File: src/rtl/laser_pkg.sv
// Shared constants and types for the laser link receive-side engine.
package laser_pkg;

  localparam logic [7:0] START_BYTE = 8'hcc;
  localparam logic [7:0] STOP_BYTE  = 8'h55;
  localparam logic [7:0] ACK_BYTE   = 8'h11;
  localparam logic [7:0] DONE_BYTE  = 8'haa;
  localparam logic [7:0] FAIL_BYTE  = 8'hbb;

  localparam int DEFAULT_START_PKT_BEATS = 256;
  localparam int DEFAULT_STOP_PKT_BEATS  = 3;
  localparam int DEFAULT_TIMEOUT_CYCLES  = 2048;

  typedef enum logic [1:0] {RESP_ACK, RESP_DONE, RESP_FAIL} resp_t;

  typedef enum logic [1:0] {ST_IDLE, ST_RECV, ST_CHECK, ST_SEND} state_t;

  function automatic logic [7:0] resp_byte(resp_t r);
    case (r)
      RESP_ACK:  return ACK_BYTE;
      RESP_DONE: return DONE_BYTE;
      default:   return FAIL_BYTE;
    endcase
  endfunction

  function automatic logic [1:0] resp_beats(resp_t r);
    case (r)
      RESP_DONE: return 2'd1;
      default:   return 2'd2;
    endcase
  endfunction

endpackage

File: src/rtl/laser_resp_sequencer.sv
// Plays a latched response (ACK/DONE/FAIL) out to the laser transmitter,
// advancing one beat per tx_done.
module laser_resp_sequencer
  import laser_pkg::*;
(
  input  logic       clock,
  input  logic       reset,
  input  logic       start,
  input  resp_t      resp,
  input  logic       tx_done,
  output logic       tx_en,
  output logic [7:0] tx_data1,
  output logic [7:0] tx_data2,
  output logic       last_done
);

  // beats still to send after the one currently presented
  logic [1:0] beat_cnt;

  assign last_done = tx_en && tx_done && (beat_cnt == 2'd0);

  always_ff @(posedge clock or posedge reset) begin
    if (reset) begin
      tx_en    <= 1'b0;
      tx_data1 <= 8'h00;
      tx_data2 <= 8'h00;
      beat_cnt <= 2'd0;
    end else if (start) begin
      tx_en    <= 1'b1;
      tx_data1 <= resp_byte(resp);
      tx_data2 <= resp_byte(resp);
      beat_cnt <= resp_beats(resp) - 2'd1;
    end else if (tx_en && tx_done) begin
      if (beat_cnt == 2'd0) begin
        tx_en    <= 1'b0;
        tx_data1 <= 8'h00;
        tx_data2 <= 8'h00;
      end else begin
        beat_cnt <= beat_cnt - 2'd1;
      end
    end
  end

endmodule

File: src/rtl/laser_packet_responder.sv
// Frames START/STOP packets from the laser receiver, forwards payload bytes
// and answers with ACK/DONE/FAIL. Define LASER_CHECKSUM_EN for a trailing checksum beat.
module laser_packet_responder
  import laser_pkg::*;
#(
  parameter int TIMEOUT_CYCLES  = DEFAULT_TIMEOUT_CYCLES,
  parameter int START_PKT_BEATS = DEFAULT_START_PKT_BEATS,
  parameter int STOP_PKT_BEATS  = DEFAULT_STOP_PKT_BEATS
) (
  input  logic       clock,
  input  logic       reset,
  input  logic       data_valid,
  input  logic [7:0] data1_in,
  input  logic [7:0] data2_in,
  input  logic       tx_done,
  output logic       tx_en,
  output logic [7:0] tx_data1,
  output logic [7:0] tx_data2,
  output logic       out_valid,
  output logic [7:0] out_data,
  output logic       out_pkt_ok,
  output logic       out_pkt_bad
);

  localparam int TO_W = $clog2(TIMEOUT_CYCLES + 1);

  state_t          state, state_next;
  logic [8:0]      beat_cnt;
  logic [8:0]      pkt_len;
  logic [TO_W-1:0] to_cnt;
  logic [1:0]      drain;
  logic            pkt_start;
  logic            fail_flag;
  logic            lane2_pend;
  logic [7:0]      lane2_hold;
  logic            hdr_ok, beat_accept, last_beat, fwd_beat;
  logic            csum_beat, csum_bad, timeout_hit;
  logic            seq_start, seq_last_done;
  resp_t           resp;

  assign hdr_ok = data_valid && (data1_in == data2_in) &&
                  ((data1_in == START_BYTE) || (data1_in == STOP_BYTE));
  assign pkt_len     = pkt_start ? 9'(START_PKT_BEATS) : 9'(STOP_PKT_BEATS);
  assign beat_accept = (state == ST_RECV) && data_valid && (drain == 2'd0);
  assign last_beat   = beat_accept && ((beat_cnt + 9'd1) == pkt_len);
  assign timeout_hit = (state == ST_RECV) && (drain == 2'd0) && !data_valid &&
                       (to_cnt == TO_W'(TIMEOUT_CYCLES - 1));

`ifdef LASER_CHECKSUM_EN
  logic [7:0] xor1, xor2;

  assign csum_beat = last_beat;
  assign csum_bad  = csum_beat && ({data1_in, data2_in} != {xor1, xor2});

  always_ff @(posedge clock or posedge reset) begin
    if (reset) begin
      xor1 <= 8'h00;
      xor2 <= 8'h00;
    end else if (state == ST_IDLE) begin
      xor1 <= 8'h00;
      xor2 <= 8'h00;
    end else if (fwd_beat) begin
      xor1 <= xor1 ^ data1_in;
      xor2 <= xor2 ^ data2_in;
    end
  end
`else
  assign csum_beat = 1'b0;
  assign csum_bad  = 1'b0;
`endif

  assign fwd_beat = beat_accept && !csum_beat;

  always_ff @(posedge clock or posedge reset) begin
    if (reset) state <= ST_IDLE;
    else       state <= state_next;
  end

  // drain==1 means the final forwarded beat's lane-2 byte is going out now
  always_comb begin
    state_next = state;
    seq_start  = 1'b0;
    unique case (state)
      ST_IDLE:  if (hdr_ok) state_next = ST_RECV;
      ST_RECV:  if (csum_beat || timeout_hit || (drain == 2'd1)) state_next = ST_CHECK;
      ST_CHECK: begin
        seq_start  = 1'b1;
        state_next = ST_SEND;
      end
      ST_SEND:  if (seq_last_done) state_next = ST_IDLE;
      default:  state_next = ST_IDLE;
    endcase
  end

  assign out_pkt_ok  = (state == ST_CHECK) && !fail_flag;
  assign out_pkt_bad = (state == ST_CHECK) && fail_flag;
  assign resp = fail_flag ? RESP_FAIL : (pkt_start ? RESP_ACK : RESP_DONE);

  always_ff @(posedge clock or posedge reset) begin
    if (reset) begin
      beat_cnt  <= 9'd0;
      to_cnt    <= '0;
      drain     <= 2'd0;
      pkt_start <= 1'b0;
      fail_flag <= 1'b0;
    end else begin
      unique case (state)
        ST_IDLE: begin
          fail_flag <= 1'b0;
          drain     <= 2'd0;
          to_cnt    <= '0;
          if (hdr_ok) begin
            beat_cnt  <= 9'd1;
            pkt_start <= (data1_in == START_BYTE);
          end
        end
        ST_RECV: begin
          to_cnt <= data_valid ? '0 : to_cnt + 1'b1;
          if (beat_accept) beat_cnt <= beat_cnt + 9'd1;
          if (fwd_beat && last_beat) drain <= 2'd2;
          else if (drain != 2'd0)    drain <= drain - 2'd1;
          if (csum_bad || timeout_hit) fail_flag <= 1'b1;
        end
        default: begin
          to_cnt <= '0;
          drain  <= 2'd0;
        end
      endcase
    end
  end

  // lane 1 goes out the cycle after the beat, lane 2 the cycle after that
  always_ff @(posedge clock or posedge reset) begin
    if (reset) begin
      out_valid  <= 1'b0;
      out_data   <= 8'h00;
      lane2_hold <= 8'h00;
      lane2_pend <= 1'b0;
    end else begin
      out_valid <= 1'b0;
      if (fwd_beat) begin
        out_valid  <= 1'b1;
        out_data   <= data1_in;
        lane2_hold <= data2_in;
        lane2_pend <= 1'b1;
      end else if (lane2_pend) begin
        out_valid  <= 1'b1;
        out_data   <= lane2_hold;
        lane2_pend <= 1'b0;
      end
    end
  end

  laser_resp_sequencer u_seq (
    .clock     (clock),
    .reset     (reset),
    .start     (seq_start),
    .resp      (resp),
    .tx_done   (tx_done),
    .tx_en     (tx_en),
    .tx_data1  (tx_data1),
    .tx_data2  (tx_data2),
    .last_done (seq_last_done)
  );

endmodule

File: config.mk
export PLATFORM = sky130hd
export DESIGN_NAME = laser_packet_responder
export DESIGN_NICKNAME = d
export VERILOG_FILES = /design/src/rtl/laser_pkg.sv /design/src/rtl/laser_resp_sequencer.sv /design/src/rtl/laser_packet_responder.sv
export SDC_FILE = /design/constraint.sdc
export NUM_CORES = 1
export LEC_CHECK = 0
export ABC_AREA = 1
export CAP_MARGIN = 20
export CORE_AREA = 5 5 91 93
export DETAILED_ROUTE_END_ITERATION = 8
export DIE_AREA = 0 0 96 98
export REMOVE_ABC_BUFFERS = 1
export SLEW_MARGIN = 20
export SYNTH_ARGS = -nofsm -noshare
export SYNTH_HDL_FRONTEND = slang
export SYNTH_SLANG_ARGS = --single-unit
export TNS_END_PERCENT = 30
File: constraint.sdc
create_clock -name clock -period 1.71 [get_ports clock]
set_clock_uncertainty 0.2 [all_clocks]
set_input_delay 0.171 -clock clock [delete_from_list [all_inputs] [get_ports clock]]
set_output_delay 0.171 -clock clock [all_outputs]
set_load 0.02 [all_outputs]
# After elaboration in Yosys (flattened, before gate mapping)
# Cells that the tools add are included.
[totals] reg_bits=56 elab_cells=102 input_bits=20 output_inout_bits=28
[classes] reduce_logical=32 n_mux=35 addsub=5 n_eq_ne=17
[op_table] op="$mux 8" count=5
[op_table] op="$mux 9" count=3
[op_table] op="$mux 12" count=2
[op_table] op="$mux 2" count=12
[op_table] op="$pmux 9 s2" count=1
[op_table] op="$pmux 8 s2" count=1
[op_table] op="$logic_and 1x1->1" count=13
[op_table] op="$add 12x1->12 const B" count=1
[op_table] op="$eq 12x11->1 const B" count=1
[op_table] op="$ne 2x2->1 const B" count=5
[op_table] op="$reduce_bool 2->1" count=5
[op_table] op="$add 9x1->9 const B" count=1
[op_table] op="$eq 9x9->1" count=1
[op_table] op="$mux 1" count=9
[op_table] op="$eq 8x7->1 const B" count=1
[op_table] op="$eq 8x8->1" count=1
[op_table] op="$eq 8x8->1 const B" count=1
[op_table] op="$logic_not 2->1" count=4
[op_table] op="$pmux 2 s4" count=1
[op_table] op="$reduce_and 2->1" count=4
[op_table] op="$eq 2x1->1 const B" count=3
[op_table] op="$reduce_and 3->1" count=2
[op_table] op="$sub 2x1->2 const B" count=3
[op_table] op="$eq 2x2->1 const B" count=2
[op_table] op="other kinds (5)" count=7

# Logic depth before layout (Yosys ltp)
[depth] ltp_word=7 depth_mapped=12 mapped_depth_nobuf=12

# Modules after synthesis
# From an unflattened synthesis, not the netlist that was laid out.
[unflattened] cells_unflattened=384 hier_area_um2=2899.0
[modules_own_cells] mod="laser_packet_responder" area_each_um2=2567.5 n_inst=1 cells_per_inst=341 seq_area_each_um2=1126.1
[modules_own_cells] mod="laser_resp_sequencer" area_each_um2=331.6 n_inst=1 cells_per_inst=43 seq_area_each_um2=125.1

# Worst setup path before layout
# Ideal clock, no wire load.
[synth_path] path_type="reg2reg" from="reg state[1]" to="reg drain[0]" slack_ns=-0.014 t_required_ns=1.390 stages_incl_launch_ff=11 path_buffers=0 arrival_ns=1.404 period_less_slack_ns=1.724 path_cell_list="dfrtp_1 inv_1 ha_1 nand2_1 nor2_4 nand2_1 nor2_1 nand2_1 nor2_2 nand3_2 and3_1"
[synth_between] elab_chain_len=7 elab_cells_between_ends=8
[synth_lines] item="start: declaration" line="laser_packet_responder.sv:27" source="state_t state, state_next;"
[synth_lines] item="start signal: assignment" line="laser_packet_responder.sv:76" source="else state <= state_next;"
[synth_lines] item="$eq 2x1->1 (*)" line="laser_packet_responder.sv:44" source="assign beat_accept = (state == ST_RECV) && data_valid && (drain == 2'd0);"
[synth_lines] item="$logic_and 1x1->1 (*) (2 in a row)" line="laser_packet_responder.sv:44"
[synth_lines] item="net beat_accept" line="laser_packet_responder.sv:36" source="logic hdr_ok, beat_accept, last_beat, fwd_beat;"
[synth_lines] item="$logic_and 1x1->1" line="laser_packet_responder.sv:45" source="assign last_beat = beat_accept && ((beat_cnt + 9'd1) == pkt_len);"
[synth_lines] item="$logic_and 1x1->1 (*)" line="laser_packet_responder.sv:120" source="if (fwd_beat && last_beat) drain <= 2'd2;"
[synth_lines] item="$mux 2" line="laser_packet_responder.sv:120"
[synth_lines] item="$mux 2" line="laser_packet_responder.sv:107" source="unique case (state)"
[synth_lines] item="end signal: assignment" line="laser_packet_responder.sv:121" source="else if (drain != 2'd0) drain <= drain - 2'd1;"
[synth_lines] item="end: declaration" line="laser_packet_responder.sv:31" source="logic [1:0] drain;"
# The timed path passes the listed nets; every way through them passes the cells marked *.
# A chain may end at the register's enable or synchronous reset.

# Final worst setup path
[layout_path] from="reg state[1]" to="reg state[1]"
[layout_between] elab_chain_len=7 elab_cells_between_ends=13
[layout_lines] item="$eq 2x1->1" line="laser_packet_responder.sv:46, laser_packet_responder.sv:83"
[layout_lines] item="$logic_and 1x1->1 (3 in a row)" line="laser_packet_responder.sv:46" source="assign timeout_hit = (state == ST_RECV) && (drain == 2'd0) && !data_valid &&"
[layout_lines] item="$logic_or 1x1->1" line="laser_packet_responder.sv:85" source="ST_RECV: if (csum_beat || timeout_hit || (drain == 2'd1)) state_next = ST_CHECK;"
[layout_lines] item="$ne 2x1->1 (no line)"
[layout_lines] item="$reduce_and 3->1 (no line)"
# Parallel ways exist; a longest one is shown, timed or not.

==> summary.txt <==
Synthesis
  – Number of synthesized flops with an enable pin: 0
  – Mean Syn Cell Area: 7.68 sq um
  – Synth area leaders: dfrtp_1, nand2_1, inv_1, buf_4, nand3_1
  – Yosys cell types: 34
  – Top cells by count, synth: nand2_1, dfrtp_1, inv_1
  – Most area-hungry cell type in the Yosys netlist: dfrtp_1
  – Mapped Area: 2840 sq um
  – Seq cells post-synth: 50
  – Yosys warnings: 0
  – Cells after Synth: 370
  – Register area share after synthesis: 44.1%
  – Area share of the largest cell type after synthesis: 44.1%
  – Main synth FF type: dfrtp_1
  – Async SR Flop Fraction: 100%
  – Dominant cell by count in the synthesized netlist: nand2_1

Routing
  – Iter 0 DRT Violations: 84
  – Vias per inst: 4.75
  – Vias after detailed routing: roughly 2,700
  – Final wirelength: approximately 7000 um
  – DRT Pass-1 Iters: 4
  – Drc violations: 0
  – Routed Antenna Nets: 0
  – Routed wire per std cell: 12.3 um

STA
  – Setup ws final: -0.0717 ns
  – Unrepaired setup endpoints after global routing: yes
  – Final hold violation count: 0
  – Min Clock Period, post-route: 1.78 ns
  – Slew Limit Fails: 0
  – Highest Clock Rate: 561 MHz
  – Post-route clock period utilization: 104%
  – Hold WS: between 0.02 and 0.03 ns
  – Final setup fails: 6

Layout
  – Nets: slightly below 500
  – Antenna diodes: 0
  – Layout cell share with drive strength beyond 1: 27.6%
  – Layout area overhead: 43.3%
  – Final Util: 54.6%

Setup path
  – CP top delay family: flip-flops
  – Max incr delay on CP: 0.40 ns
  – CP startpoint: state[1]
  – R2r startpoint: state[1]
  – Crit path arrival time: 1.78 ns
  – Worst Setup Path Type: reg2reg
  – Critical Path Sink Type: register
  – CP max-delay cell: dfrtp_1
  – Crit-path cells: buf_4, buf_4, buf_4, ha_1, o21a_1, a21oi_2, nand2_1, nand2_1, nand2_1
  – R2R setup slack: -0.07 ns
  – Critical Path Fanout Max: 3
  – CP Buf/Inv Count: 3
  – Worst setup SP type: register
  – CP required: 1.71 ns

Run
  – Maxcap violations: 0

Clock tree
  – Bufs on Longest Clock Path: 2
  – H-tree depth reported by CTS: 2
  – Num CTS Buffers: 5
  – Worst-Skew Late Latency: 0.31 ns
  – CTS tree: built
  – Clock slew at reported path FFs: 0.10 ns
  – Root buffer cell: clkbuf_8
  – Clock Sinks: 50

Place
  – Setup slack at placement: -0.275 ns
  – RePlAce Congestion: 0.781
  – Number of I/O port buffers: 43
  – Dpl hpwl: 4920 um

Status
  – Run status: finished with violations
  – Failing checks: negative setup slack

Floorplanning
  – Die W: 96 um
  – Initial Util: between 30% and 40%
  – Die area: 9410 sq um
  – Num ports: 48
  – Chip height: slightly below 100 um
  – CORE AREA: between 7000 and 8000 sq um
  – Rows: 32

Global routing
  – Vias in the first global route: 2,657
  – First-pass GRT wire length: around 12,000 um
  – GRT Residual Overflow: 0
  – Pin count of the biggest net entering global routing: 51
  – Total GRT Usage: ~15%
  – Antenna violations before repair: 0

Power and ir drop
  – Total power draw: 5.50 mW
  – VDD IR max: 643 uV
  – P_leak: 2.11 nW
  – Cell area power density: 1350 nW/um^2

Hold path
  – Worst hold path class: in2async
-- per-stage QoR --
| stage | area, sq um | instances | TNS (ns) |
|---|---|---|---|
| after floorplan | 2720 | 355 | -2.88 |
| after global placement | 3660 | 547 | -6.37 |
| after detailed placement | 3660 | 547 | -6.50 |
| after CTS | 3810 | 559 | -0.543 |
| after global routing | 4070 | 570 | -1.35 |
| final | 4070 | 570 | -0.278 |
-- per-layer routing --
layer	vias up	global-route usage [%]	wire, um
li1	1365	-	-
met1	1257	19.2	3080
met2	70	25.2	3440
met3	15	3.16	342
met4	0	6.13	138
met5	-	0	0
-- final cells by class --
cell class / count / area (sq um)
fillers: 728 / 3380
multi-input cells: 253 / 1460
flip-flops and latches: 50 / 1250
repair buffers: 105 / 955
inverters: 53 / 201
well taps: 102 / 128
clock buffers: 7 / 76.3
-- final timing paths --
kind | cells after the start | to
max in group asynchronous | 3 | state[0]
worst max register to register | 9 | state[1]
worst min register to register | 1 | to_cnt[11]
min in group clock | 3 | lane2_hold[4]
worst max-delay path | 9 | state[1]
worst min-delay path | 3 | beat_cnt[0]
-- registers in the layout (all words and copies together), names as in the netlist, 2 cells and up --
register,cells
lane2_hold,8
u_seq.beat_cnt,2
out_data,8
state,2
beat_cnt,9
drain,2
to_cnt,12
u_seq.tx_data1,2
-- cell families after synthesis --
group           synth area share [%]
compound gates                  11.5
buf+inv                         11.5
fa+ha+maj                       3.52
xor+xnor                        1.23
simple gates                    28.0
other cells                    0.132
flops                           44.1
-- report_power, final --
part	leakage, nW	internal (mW)	switching, mW
logic	1.41	1.49	1.66
clock network	0.0383	0.283	0.385
registers	0.662	1.48	0.195
-- worst register-to-register path, stage by stage, from the launching register on --
cell	delay [ns]
dfrtp_1	0.40
buf_4	0.13
buf_4	0.14
buf_4	0.12
ha_1	0.16
o21a_1	0.12
a21oi_2	0.16
nand2_1	0.12
nand2_1	0.08
nand2_1	0.05
-- repair_timing --
item / in CTS / in global routing
resized for setup: 38 / 54
setup buffers: 5 / 9
pin swaps: 12 / 13
cloned: 0 / 1
hold endpoints to repair: 0 / 1
hold buffers: 0 / 1
endpoints found under the setup margin: 39 / 37
-- layout by cell type, fill, tap and decap left out, types with 2 or more instances in the layout --
| master | n |
|---|---|
| nand2_1 | 99 |
| buf_4 | 57 |
| dfrtp_1 | 49 |
| inv_1 | 36 |
| nor2_1 | 25 |
| o21ai_0 | 19 |
| nand3_1 | 17 |
| clkdlybuf4s50_1 | 16 |
| inv_2 | 15 |
| a21oi_1 | 14 |
| dlymetal6s2s_1 | 13 |
| nand2_2 | 12 |
| dlygate4sd2_1 | 12 |
| o221ai_1 | 9 |
| nand3_2 | 7 |
| nor2_2 | 6 |
| ha_4 | 6 |
| nand4_1 | 5 |
| clkbuf_8 | 5 |
| nor2_4 | 4 |
| conb_1 | 4 |
| nand2_4 | 3 |
| o21ai_1 | 3 |
| buf_6 | 3 |
| a21oi_2 | 2 |
| xor2_1 | 2 |
| xnor2_1 | 2 |
| nor3_1 | 2 |
| nand3b_1 | 2 |
| ha_1 | 2 |
| clkbuf_1 | 2 |
| buf_12 | 2 |
(Power assumes the default switching activity.)
